==> src/rtl/phy_rx_sync_ctrl_pkg.sv <==
// Shared constants for the PHY receive synchronization path: FSM encoding and
// the link-layer control bytes, so transmit-side blocks use the same values.
package phy_rx_sync_ctrl_pkg;

  typedef enum logic [1:0] {
    IDLE_ST = 2'd0,
    INIT    = 2'd1,
    ACTIVE  = 2'd2,
    LOST    = 2'd3
  } sync_state_e;

  localparam logic [7:0] COMMA_BYTE     = 8'hBC;
  localparam logic [7:0] IDLE_BYTE      = 8'h7C;
  localparam int         DEF_LOCK_COUNT = 4;
  localparam int         DEF_GAP_MAX    = 16;

  function automatic logic [7:0] sat_inc8(input logic [7:0] v);
    return (v == 8'hFF) ? v : v + 8'd1;
  endfunction

endpackage

==> src/rtl/phy_rx_byte_classify.sv <==
// Combinational decode of a received byte into comma / idle-filler / payload.
module phy_rx_byte_classify
  import phy_rx_sync_ctrl_pkg::*;
#(
  parameter logic [7:0] COMMA = COMMA_BYTE,
  parameter logic [7:0] IDLE  = IDLE_BYTE
) (
  input  logic [7:0] data_in,
  output logic       is_comma,
  output logic       is_idle,
  output logic       is_payload
);

  assign is_comma   = (data_in == COMMA);
  assign is_idle    = (data_in == IDLE);
  assign is_payload = !is_comma && !is_idle;

endmodule

==> src/rtl/phy_rx_sync_ctrl.sv <==
// Receive-link sync controller: acquires lock on a run of COMMA bytes, forwards
// payload while aligned, and detects/counts loss of lock.
module phy_rx_sync_ctrl
  import phy_rx_sync_ctrl_pkg::*;
#(
  parameter logic [7:0] COMMA      = COMMA_BYTE,
  parameter logic [7:0] IDLE       = IDLE_BYTE,
  parameter int         LOCK_COUNT = DEF_LOCK_COUNT,
  parameter int         GAP_MAX    = DEF_GAP_MAX
) (
  input  logic       clk_4f,
  input  logic       reset,
  input  logic       enable,
  input  logic [7:0] data_in,
  output logic [7:0] data_out,
  output logic       valid_out,
  output logic       active,
  output logic [1:0] state,
  output logic       lock_lost,
  output logic [7:0] loss_cnt
);

  localparam logic [3:0] LOCK_CNT_B = 4'(LOCK_COUNT);
  localparam logic [3:0] LOCK_M1_B  = 4'(LOCK_COUNT - 1);
  localparam logic [7:0] GAP_MAX_B  = 8'(GAP_MAX);

  logic is_comma, is_idle, is_payload;

  phy_rx_byte_classify #(
    .COMMA (COMMA),
    .IDLE  (IDLE)
  ) u_classify (
    .data_in    (data_in),
    .is_comma   (is_comma),
    .is_idle    (is_idle),
    .is_payload (is_payload)
  );

  sync_state_e state_q, state_d;
  logic [3:0]  comma_cnt_q, comma_cnt_d;
  logic [7:0]  gap_cnt_q, gap_cnt_d;
  logic [7:0]  data_q, data_d;
  logic        valid_q, valid_d;
  logic        active_q, active_d;
  logic        lock_lost_q, lock_lost_d;
  logic [7:0]  loss_cnt_q, loss_cnt_d;
  logic [7:0]  gap_inc;

  assign gap_inc = gap_cnt_q + 8'd1;

  always_comb begin
    state_d     = state_q;
    comma_cnt_d = comma_cnt_q;
    gap_cnt_d   = gap_cnt_q;
    data_d      = data_q;
    valid_d     = 1'b0;
    lock_lost_d = 1'b0;
    loss_cnt_d  = loss_cnt_q;

    if (!enable) begin
      state_d     = IDLE_ST;
      comma_cnt_d = 4'd0;
      gap_cnt_d   = 8'd0;
    end else begin
      case (state_q)
        IDLE_ST: begin
          state_d     = INIT;
          comma_cnt_d = 4'd0;
          gap_cnt_d   = 8'd0;
        end
        INIT: begin
          if (is_comma) begin
            if (comma_cnt_q >= LOCK_M1_B) begin
              state_d     = ACTIVE;
              comma_cnt_d = LOCK_CNT_B;
              gap_cnt_d   = 8'd0;
            end else begin
              comma_cnt_d = comma_cnt_q + 4'd1;
            end
          end else begin
            comma_cnt_d = 4'd0;
          end
        end
        ACTIVE: begin
          if (is_comma) begin
            gap_cnt_d = 8'd0;
          end else if (is_idle || is_payload) begin
            // The byte that would complete the gap is dropped, not forwarded.
            if (gap_inc == GAP_MAX_B) begin
              state_d = LOST;
            end else begin
              gap_cnt_d = gap_inc;
              if (is_payload) begin
                data_d  = data_in;
                valid_d = 1'b1;
              end
            end
          end
        end
        default: begin
          state_d     = INIT;
          comma_cnt_d = 4'd0;
          gap_cnt_d   = 8'd0;
        end
      endcase
    end

    if (state_d == LOST) begin
      lock_lost_d = 1'b1;
      comma_cnt_d = 4'd0;
      loss_cnt_d  = sat_inc8(loss_cnt_q);
    end

    active_d = (state_d == ACTIVE);
  end

  always_ff @(posedge clk_4f or posedge reset) begin
    if (reset) begin
      state_q     <= IDLE_ST;
      comma_cnt_q <= 4'd0;
      gap_cnt_q   <= 8'd0;
      data_q      <= 8'd0;
      valid_q     <= 1'b0;
      active_q    <= 1'b0;
      lock_lost_q <= 1'b0;
      loss_cnt_q  <= 8'd0;
    end else begin
      state_q     <= state_d;
      comma_cnt_q <= comma_cnt_d;
      gap_cnt_q   <= gap_cnt_d;
      data_q      <= data_d;
      valid_q     <= valid_d;
      active_q    <= active_d;
      lock_lost_q <= lock_lost_d;
      loss_cnt_q  <= loss_cnt_d;
    end
  end

  assign data_out  = data_q;
  assign valid_out = valid_q;
  assign active    = active_q;
  assign state     = state_q;
  assign lock_lost = lock_lost_q;
  assign loss_cnt  = loss_cnt_q;

endmodule

==> config.mk <==
export PLATFORM = sky130hd
export DESIGN_NAME = phy_rx_sync_ctrl
export DESIGN_NICKNAME = d
export VERILOG_FILES = /design/src/rtl/phy_rx_sync_ctrl_pkg.sv /design/src/rtl/phy_rx_byte_classify.sv /design/src/rtl/phy_rx_sync_ctrl.sv
export SDC_FILE = /design/constraint.sdc
export NUM_CORES = 1
export LEC_CHECK = 0
export ABC_CLOCK_PERIOD_IN_PS = 6700
export CAP_MARGIN = 10
export CELL_PAD_IN_SITES_DETAIL_PLACEMENT = 1
export CELL_PAD_IN_SITES_GLOBAL_PLACEMENT = 2
export CORE_MARGIN = 2
export CORE_UTILIZATION = 37
export CTS_BUF_LIST = sky130_fd_sc_hd__clkbuf_4 sky130_fd_sc_hd__clkbuf_8
export DETAILED_ROUTE_END_ITERATION = 10
export PLACE_DENSITY_LB_ADDON = 0.1
export RECOVER_POWER = 25
export SYNTH_ARGS = -nofsm -noshare
export SYNTH_HDL_FRONTEND = slang
export SYNTH_HIERARCHICAL = 1
export SYNTH_SLANG_ARGS = --single-unit
==> constraint.sdc <==
create_clock -name clk_4f -period 6.7 [get_ports clk_4f]
set_input_delay 1.34 -clock clk_4f [delete_from_list [all_inputs] [get_ports clk_4f]]
set_output_delay 1.34 -clock clk_4f [all_outputs]
set_load 0.01 [all_outputs]
# Word-level counts from Yosys, hierarchy flattened
# Index checks and enable logic that the tools add are counted.
dict set report totals {
  reg_bits 33
  output_inout_bits 21
}
dict set report classes {
  addsub 3
  magnitude_cmp 1
  n_eq_ne 13
  muxes 26
  bitwise 3
  reduce_logical 7
}
# operator count
set op_table {}
lappend op_table {{$mux 8} 6}
lappend op_table {{$add 8x1->8 const B} 2}
lappend op_table {{$eq 8x8->1 const B} 2}
lappend op_table {{$mux 4} 4}
lappend op_table {{$pmux 8 s2} 1}
lappend op_table {{$mux 2} 6}
lappend op_table {{$eq 8x5->1 const B} 1}
lappend op_table {{$eq 8x7->1 const B} 1}
lappend op_table {{$ne 4x3->1 const B} 2}
lappend op_table {{$pmux 4 s2} 1}
lappend op_table {{$mux 1} 7}
lappend op_table {{$eq 2x2->1 const B} 3}
lappend op_table {{$ne 3x3->1 const B} 2}
lappend op_table {{$reduce_and 6->1} 1}
lappend op_table {{$add 4x1->4 const B} 1}
lappend op_table {{$ge 4x2->1 const B} 1}
lappend op_table {{$pmux 2 s2} 1}
lappend op_table {{$reduce_and 4->1} 1}
lappend op_table {{$ne 3x2->1 const B} 1}
lappend op_table {{$not 1->1} 3}
lappend op_table {{$eq 2x1->1 const B} 1}
lappend op_table {{$logic_not 1->1} 2}
lappend op_table {{$reduce_and 2->1} 1}
lappend op_table {{$logic_and 1x1->1} 1}
lappend op_table {{$logic_or 1x1->1} 1}

# Logic depth before layout (Yosys ltp)
# Gate-level depths: netlist (run 1).
dict set report logic_depth {
  ltp_word 10
  mapped_depth 8
  ltp_nobuf 7
}

# By module
# The synthesis (run 1) kept the hierarchy.
# mod instances cells_each area_per_inst_um2 seq_area_each_um2
set by_module_without_submodules {}
lappend by_module_without_submodules {phy_rx_sync_ctrl 1 160 1711.6 825.8}
lappend by_module_without_submodules {phy_rx_byte_classify 1 7 48.8 0.0}

# Worst setup path before layout (run 1)
# Ideal clock, no wire load.
dict set report synth_path {
  kind {input-to-reg}
  start {input port data_in[0]}
  end {register loss_cnt_q[1] (netlist: loss_cnt[1])}
  setup_time_ns 0.125
  arrival_ns 3.330
  path_slack_ns 3.245
  stages 7
  path_buffers 0
  cell_sequence {nand4bb_1 nor4_1 o311ai_1 a211o_1 a41oi_2 o21ai_2 mux2_4}
}
dict set report synth_between {
  elab_chain_cells 10
  elab_cells_between_ends 13
}
# item line_no
set synth_lines {}
lappend synth_lines {{start, declared} phy_rx_sync_ctrl.sv:14} ;# input logic [7:0] data_in,
lappend synth_lines {{$eq 8x8->1 *} phy_rx_byte_classify.sv:14} ;# assign is_comma = (data_in == COMMA);
lappend synth_lines {{net is_comma} phy_rx_sync_ctrl.sv:27} ;# logic is_comma, is_idle, is_payload;
lappend synth_lines {{$logic_not 1->1} phy_rx_byte_classify.sv:16} ;# assign is_payload = !is_comma && !is_idle;
lappend synth_lines {{$logic_and 1x1->1} phy_rx_byte_classify.sv:16}
lappend synth_lines {{$logic_or 1x1->1} phy_rx_sync_ctrl.sv:87} ;# end else if (is_idle || is_payload) begin
lappend synth_lines {{$mux 2} phy_rx_sync_ctrl.sv:87}
lappend synth_lines {{$mux 2} phy_rx_sync_ctrl.sv:85} ;# if (is_comma) begin
lappend synth_lines {{$pmux 2 s2 *} phy_rx_sync_ctrl.sv:65} ;# case (state_q)
lappend synth_lines {{$mux 2 *} phy_rx_sync_ctrl.sv:60} ;# if (!enable) begin
lappend synth_lines {{$eq 2x2->1 *} phy_rx_sync_ctrl.sv:108} ;# if (state_d == LOST) begin
lappend synth_lines {{$reduce_and 2->1 (no source line) *} n/a}
lappend synth_lines {{end signal, assigned} phy_rx_sync_ctrl.sv:135} ;# loss_cnt_q <= loss_cnt_d;
lappend synth_lines {{end, declared} phy_rx_sync_ctrl.sv:46} ;# logic [7:0] loss_cnt_q, loss_cnt_d;
# Mark *: on every way through the listed nets, which the timed path passes. The rest lies on a longest branch.
# A chain may end at the register's enable or synchronous reset.

# Final worst setup path (run 1)
# Same ends and word-level chain as after synthesis.

==> out/results.ini, run 1 <==
[clock_network]
cts_tree=done
clk_pin_slew_ps=70
cts_buffer_depth=2
cts_buffers=5
postCtsHoldBufs=0
root_buffer=clkbuf_8
post_cts_buffers=0
clkLatencyLatePin_ps=280
cts_resized=0
clock_sinks=33
cts_max_level=2

[power]
peakVddDrop_v=0.000117
power_density_mw_per_mm2=175
power_mw=0.391
p_leak_nw=0.943

[hold_path]
min_to=data_out[2]
hp-start=data_out[2]
min_path_cells=1
hold_class=reg2reg

[routing]
vias=1477
ant_nets=0
vias_per_cell=5.68
drt_iter0_drc=47
wl_per_cell_um=17.3
wirelength_mm=4.49
drc=0
drtPass1Iterations=4

[die]
die_y_um=73.0
initial_core_util=0.378
die_w_um=73.0
core_area_mm2=0.00466
die-area_mm2=0.00533
io_pins=32
core.rowCount=25

[worst_setup_path]
critical_path_class=in2reg
reg2reg_from=gap_cnt_q[0]
ff2ff_path_depth=6
cp-start-kind=primary input
path_max_fanout=7
worstPathRequired_ps=6870
arrival_ps=4230
r2r_setup_slack_ps=4080
reg2reg_to=loss_cnt[1]
end_kind=flop

[synthesis]
synth.distinct_cells=44
synthFlopType=dfrtp_1
syn_nets=183
synth.largest_area_cell=dfrtp_1
synth.avg_cell_area_um2=10.5
synthCells=167
ys_ff_latch=33
ys_warn_count=6
synth_edf_count=0
synth_top_area_frac=0.469
ys_seq_area_frac=0.469
netlist_top_cells_area=dfrtp_1, mux2_1, xnor2_1
async_flop_share=1.00
synth_area_mm2=0.00176

[global_route]
grt_usage=0.187
grt_pass1_wl_mm=7.77
antenna_found_initial=0
grt-ovfl-total=0
grt_pass1_vias=1559
grt_max_degree=34

[sta]
setup_violations=0
hold_violations=0
finalCriticalPeriod_ps=4060
fin_skew_ps=8.08
post-route-period-util=0.606
worst_slack_ps=2640
worstMarginPinSlew_ps=1830
fmax_mhz=246
rsz0062_at_grt=false
fin_tns_setup_ps=0
slew_headroom=-0.217
whs_ps=485
slew_violations=34

[outcome]
violations=max-capacitance violations, max-slew violations
outcome=complete, but fails checks

[run]
drv_cap=1

[place]
place.gp.congestion=0.842
numPortBuffers=31
pre_cts_ws_ps=2340
dp_hpwl_mm=3.33

[cells_and_area]
final_util=0.478
final_cell_mix=dfrtp_1, clkdlybuf4s50_1, nand2_1, nor2_1, o21ai_0
layout_commonest_cell=dfrtp_1
syn_to_final_growth_pct=26.7
drive_gt1_frac=0.0777
fin_nets=221
antenna_cells=0

==> synthesized netlist by cell type, types with 3 or more instances <==
master and instances:
mux2_1 8, xnor2_1 8, nor2_1 13, inv_1 8, o211ai_1 6, o21ai_0 10, nand2_1 13, ha_1 5
nor4_1 3, dfrtp_1 33, nor3_1 5, a21oi_1 5, nand3_1 5, or3_1 5
==> power breakdown <==
part / internal [mW] / switching (mW) / total, mW
combinational: 0.0142 / 0.0153 / 0.0294
clock: 0.0816 / 0.0751 / 0.157
sequential: 0.202 / 0.00229 / 0.204
==> layout make-up <==
cell class | count | area [um^2]
clock buffer | 7 | 83.8
clock inverter | 1 | 7.51
fill | 532 | 2430
inverter | 8 | 30.0
multi-input combinational | 125 | 901
sequential | 33 | 826
tap | 54 | 67.6
timing repair buffer | 32 | 314
==> metal layers <==
metal | GRT usage | wire (um)
met5 | 0 | 0
met4 | 0.0494 | 33
met3 | 0.0428 | 126
met2 | 0.302 | 2240
met1 | 0.254 | 2090
==> state kept, by name (all words and copies together), names as in the netlist <==
| name | flops |
|---|---|
| comma_cnt_q | 4 |
| valid_out | 1 |
| gap_cnt_q | 8 |
| active | 1 |
| data_out | 8 |
| lock_lost | 1 |
| state | 2 |
| loss_cnt | 8 |
==> critical path, stage by stage <==
cell and delay (ps):
clkdlybuf4s50_1 420, nand4bb_1 270, nor4_1 760, o311ai_1 220, a211o_1 410, a41oi_2 350, o21ai_2 140, mux2_4 320
==> how the worst max path moves through the flow <==
| stage | end | cells past startpoint | start | slack, ps |
|---|---|---|---|---|
| final | loss_cnt[1] | 8 | data_in[0] | 2640 |
| after global routing | comma_cnt_q[2] | 7 | data_in[0] | 2400 |
| after CTS | loss_cnt[1] | 8 | data_in[0] | 2640 |
| after detailed placement | loss_cnt[1] | 8 | data_in[0] | 2340 |
| after global placement | loss_cnt[1] | 8 | data_in[0] | 2490 |
| after floorplan | loss_cnt[1] | 7 | data_in[0] | 3240 |
==> cell families (layout without fill, tap and decap cells) <==
kind of cell	count (synthesis)	after routing	synth area share
AOI/OAI and AO/OA	43	43	0.195
buffers and inverters	9	48	0.0192
DFF	33	33	0.469
and+or+nand+nor	60	60	0.181
adders and majority gates	5	5	0.0355
muxes	9	9	0.0597
xor gates and xnor gates	8	8	0.0398
==> through the flow <==
step | instances | instance area (um^2)
floorplan | 167 | 1760
global placement | 252 | 2140
detailed placement | 252 | 2140
CTS | 260 | 2230
global route | 260 | 2230
finish | 260 | 2230
(Power assumes the default switching activity.)
==> run 2: changes to the inputs <==
--- a/config.mk
+++ b/config.mk
@@ -5,12 +5,12 @@
 export SDC_FILE = /design/constraint.sdc
 export NUM_CORES = 1
 export LEC_CHECK = 0
-export ABC_CLOCK_PERIOD_IN_PS = 6700
+export ABC_CLOCK_PERIOD_IN_PS = 4010
 export CAP_MARGIN = 10
 export CELL_PAD_IN_SITES_DETAIL_PLACEMENT = 1
 export CELL_PAD_IN_SITES_GLOBAL_PLACEMENT = 2
 export CORE_MARGIN = 2
-export CORE_UTILIZATION = 37
+export CORE_UTILIZATION = 34
 export CTS_BUF_LIST = sky130_fd_sc_hd__clkbuf_4 sky130_fd_sc_hd__clkbuf_8
 export DETAILED_ROUTE_END_ITERATION = 10
 export PLACE_DENSITY_LB_ADDON = 0.1
==> constraint.sdc (replaced) <==
create_clock -name clk_4f -period 4.01 [get_ports clk_4f]
set_input_delay 0.802 -clock clk_4f [delete_from_list [all_inputs] [get_ports clk_4f]]
set_output_delay 0.802 -clock clk_4f [all_outputs]
set_load 0.01 [all_outputs]
==> run 2 against run 1 <==
Worst setup slack lost 1800 ps. Critical path type unchanged. Global-route usage shrank 2.2 points. Largest cell class unchanged. Clock power rose by 77%. Worst hold slack improved by 6.1 ps. Core utilization fell by 2.9 points. Register-to-register slack got worse by 2700 ps. The flow now finishes without violations. Die area up 8.3%. Critical path depth up 1. Highest routed layer unchanged. Clock-buffer cell count is the same.
==> out/results.ini, run 2 (synthesis results as in run 1) <==
[sta]
post-route-period-util=0.787
rsz0062_at_grt=false
setup_violations=0
fin_tns_setup_ps=0
finalCriticalPeriod_ps=3150
worstMarginPinSlew_ps=954
fmax_mhz=317
slew_headroom=0.364
hold_violations=0
fin_skew_ps=10.3
slew_violations=0

[clock_network]
root_buffer=clkbuf_8
postCtsHoldBufs=0
clk_pin_slew_ps=70
clock_sinks=33
cts_max_level=2
cts_buffers=5
cts_tree=done
cts_resized=0
cts_buffer_depth=2
clkLatencyLatePin_ps=290
post_cts_buffers=0

[cells_and_area]
drive_gt1_frac=0.0821
layoutNonFillerInstCount=277
fin_nets=222
antenna_cells=0
layout_commonest_cell=dfrtp_1
syn_to_final_growth_pct=28.8
final_cell_mix=dfrtp_1, clkdlybuf4s50_1, nand2_1, nor2_1, o21ai_0

[global_route]
grt-ovfl-total=0
grt_pass1_wl_mm=7.80
grt_usage=0.166
antenna_found_initial=0
grt_max_degree=18
grt_pass1_vias=1609

[routing]
wl_per_cell_um=16.0
vias=1488
wirelength_mm=4.44
vias_per_cell=5.37
ant_nets=0
drt_iter0_drc=104
drc=0
drtPass1Iterations=3

[die]
die_y_um=76.0
die-area_mm2=0.00577
core_area_mm2=0.00504
core.rowCount=26
die_w_um=76.0
io_pins=32
initial_core_util=0.349

[power]
peakVddDrop_v=0.000147
p_leak_nw=0.958
power_density_mw_per_mm2=295

[worst_setup_path]
crit_family=compound AO/OA/AOI/OAI gates
cp_cell_sequence=clkdlybuf4s50_1 -> nand4bb_1 -> nor4_1 -> buf_4 -> o311ai_1 -> a211o_1 -> a41oi_2 -> o21ai_2 -> mux2_4
end_kind=flop
worst-path-buf-inv=2
crit_slowest_cell=clkdlybuf4s50_1
critical_path_class=in2reg
arrival_ps=3330
path_max_fanout=7
cp-start-kind=primary input
crit_path_max_incr_delay_ps=420
worstPathRequired_ps=4190

[place]
numPortBuffers=31
dp_cells=269
place.gp.congestion=0.763
dp_hpwl_mm=3.37

[hold_path]
hold_class=reg2reg

[outcome]
outcome=completed

[run]
drv_cap=0

run 2: changes by cell type in the layout (fill, tap and decap cells not counted), sizes merged:
| cell | before | now |
|---|---|---|
| buf | 0 | 1 |
| clkinvlp | 1 | 0 |
| clkinv | 0 | 1 |
run 2: final timing paths:
path / from / end / slack [ps] / cells past startpoint
max reg2reg: gap_cnt_q[0] / loss_cnt[1] / 1400 / 6
max in group asynchronous: reset / data_out[4] / 1670 / 3
min reg2reg: data_out[1] / data_out[1] / 490 / 1
min in group asynchronous: reset / loss_cnt[4] / 1040 / 2
max: data_in[0] / loss_cnt[1] / 860 / 9
min: data_out[1] / data_out[1] / 490 / 1
run 2: worst reg2reg max path, stage by stage, from the launching register on:
cell and delay (ps):
dfrtp_1 460, ha_1 300, or3_1 360, a211o_1 390, a2111oi_4 530, o21ai_2 140, mux2_4 330
run 2: area by class of cell:
| class | count | area [um^2] |
|---|---|---|
| Clock inverter | 1 | 5.00 |
| Clock buffer | 7 | 96.3 |
| Multi-Input combinational cell | 125 | 901 |
| Timing Repair Buffer | 33 | 322 |
| Sequential cell | 33 | 826 |
| Inverter | 8 | 30.0 |
| Fill cell | 565 | 2780 |
| Tap cell | 70 | 87.6 |
run 2: stage by stage:
step                      power (mW)  instance area (um^2)   util  hold slack (ps)  setup WS, ps
after global routing           0.704                  2270  0.450              515           644
after CTS                      0.685                  2270  0.450              494           816
after floorplan                0.368                  1760      -              487          1090
final                          0.669                  2270  0.450              491           855
after detailed placement       0.399                  2170  0.430              478           519
after global placement         0.397                  2170  0.430              473           571
run 2: layer usage:
layer,track usage,vias to the layer above,part of all wire
met3,0.0369,5,0.028
li1,-,710,-
met4,0.0491,0,0.010
met2,0.278,17,0.50
met1,0.215,756,0.46
met5,0,-,0
run 2: report_power, final:
part	switching (mW)	leakage (nW)	internal, mW
logic	0.0253	0.449	0.0237
registers	0.00364	0.455	0.338
clock network	0.123	0.0542	0.155
==> run 3: changes to the inputs <==
--- a/config.mk
+++ b/config.mk
@@ -5,7 +5,7 @@
 export SDC_FILE = /design/constraint.sdc
 export NUM_CORES = 1
 export LEC_CHECK = 0
-export ABC_CLOCK_PERIOD_IN_PS = 4010
+export ABC_CLOCK_PERIOD_IN_PS = 3300
 export CAP_MARGIN = 10
 export CELL_PAD_IN_SITES_DETAIL_PLACEMENT = 1
 export CELL_PAD_IN_SITES_GLOBAL_PLACEMENT = 2
==> constraint.sdc (replaced) <==
create_clock -name clk_4f -period 3.3 [get_ports clk_4f]
set_input_delay 0.66 -clock clk_4f [delete_from_list [all_inputs] [get_ports clk_4f]]
set_output_delay 0.66 -clock clk_4f [all_outputs]
set_load 0.01 [all_outputs]
==> run 3 against run 2 <==
The run now ends with max-capacitance violations, max-slew violations left. Wire length rose by 3.6%. Worst hold slack got worse by 1.8 ps. Sequential power rose by 22%. Cell count rose by 1.8%. Core utilization rose by 1.1 points. Die area did not move. Clock power rose by 44%. Sequential cell count did not move. Critical path type unchanged. Largest cell class unchanged. Largest power group unchanged.
==> out/results.ini, run 3 (synthesis results as in run 1) <==
[outcome]
outcome=complete, but fails checks
violations=max-capacitance violations, max-slew violations

[global_route]
grt_max_degree=34
antenna_found_initial=0
grt-ovfl-total=0
grt_usage=0.173
grt_pass1_vias=1635
grt_pass1_wl_mm=8.08

[power]
p_seq_frac=0.473
p_leak_nw=0.993
power_mw=0.877
peakVddDrop_v=0.000219
power_switching_mw=0.183
combPwrFrac=0.070
sw_frac_of_total=0.208
power.share.clock=0.457
internal_power_mw=0.695
power_density_mw_per_mm2=378

[sta]
finalCriticalPeriod_ps=2840
worstMarginPinSlew_ps=1820
rsz0062_at_grt=false
post-route-period-util=0.860
slew_headroom=-0.210
fin_tns_setup_ps=0
slew_violations=34
setup_violations=0
whs_ps=489
fmax_mhz=352
fin_skew_ps=3.56
hold_violations=0

[worst_setup_path]
r2r_setup_slack_ps=690
path_max_fanout=6
ff2ff_path_depth=6
reg2reg_from=gap_cnt_q[0]
reg2reg_to=loss_cnt[1]
crit_slowest_cell=clkdlybuf4s50_1
cp-start-kind=primary input
critPathCapture=loss_cnt[1]
worst-path-buf-inv=2
crit_family=compound AO/OA/AOI/OAI gates
end_kind=flop
cp-startpoint=data_in[0]
arrival_ps=3000
crit_path_max_incr_delay_ps=410
worst-path-stages=9
cp_cell_sequence=clkdlybuf4s50_1 -> nand4bb_1 -> nor4_1 -> buf_4 -> o311ai_1 -> a211o_1 -> a41oi_2 -> o21ai_2 -> mux2_4
worstPathRequired_ps=3470
critical_path_class=in2reg

[place]
place.gp.congestion=0.794
postPlaceCellArea_mm2=0.00221
numPortBuffers=31
dp_hpwl_mm=3.50

[routing]
wirelength_mm=4.60
drtPass1Iterations=4
drc=0
vias_per_cell=5.45
vias=1538
ant_nets=0
drt_iter0_drc=66
wl_per_cell_um=16.3

[clock_network]
clock_sinks=33
cts_tree=done
post_cts_buffers=0
postCtsHoldBufs=0
cts_buffers=5
cts_resized=0
cts_max_level=2
cts_buffer_depth=2
root_buffer=clkbuf_8
clk_pin_slew_ps=70
clkLatencyLatePin_ps=280

[die]
io_pins=32
core_area_mm2=0.00504
core.rowCount=26
die_y_um=76.0
die_w_um=76.0
die-area_mm2=0.00577
initial_core_util=0.349

[cells_and_area]
layout_commonest_cell=dfrtp_1
seqCellArea_um2=826
antenna_cells=0
final_cell_mix=dfrtp_1, clkdlybuf4s50_1, nand2_1, nor2_1, o21ai_0
fillers=567
stdcell_area_mm2=0.00232
fin_nets=227
multi_input_area_um2=901
final_util=0.461
drive_gt1_frac=0.104
syn_to_final_growth_pct=32.0

[hold_path]
hold_class=reg2reg

[run]
drv_cap=1

## run 3: changes by cell type in the layout (fill, tap and decap cells not counted), sizes merged
cell    change
bufinv      +1
clkinv      -1
buf         +5
## run 3: area by class of cell
| type | count | share of cell area |
|---|---|---|
| clock inverters | 1 | 0.0129 |
| well taps | 70 | 0.0377 |
| inverters | 8 | 0.0129 |
| multi-input cells | 125 | 0.388 |
| repair buffers | 38 | 0.155 |
| flip-flops and latches | 33 | 0.355 |
| clock buffers | 7 | 0.0388 |
## run 3: power by group through the flow
stage	Clock [mW]	Combinational, mW	Sequential (mW)
floorplan	0	0.0226	0.425
global placement	0	0.0607	0.422
detailed placement	0	0.0635	0.423
CTS	0.414	0.0640	0.415
global route	0.436	0.0682	0.416
finish	0.401	0.0615	0.415
## run 3: worst min-delay path by stage
stage	startpoint	end	slack (ps)	cells past startpoint
global placement	data_out[4]	data_out[4]	470	1
global route	data_out[4]	data_out[4]	510	1
finish	data_out[4]	data_out[4]	490	1
CTS	data_out[4]	data_out[4]	490	1
floorplan	gap_cnt_q[7]	gap_cnt_q[7]	490	1
detailed placement	data_out[4]	data_out[4]	480	1
## run 3: through the flow
step                      setup WS (ps)  instances
after detailed placement            142        274
after floorplan                     525        167
after CTS                           434        282
final                               463        282
after global placement              177        274
after global routing                264        282
## run 3: routing by layer
metal | GRT usage | wire, um | part of all wire
met5 | 0 | 0 | 0
met4 | 0.0436 | 35 | 0.0076
met3 | 0.0369 | 133 | 0.029
met1 | 0.215 | 2030 | 0.44
met2 | 0.304 | 2390 | 0.52
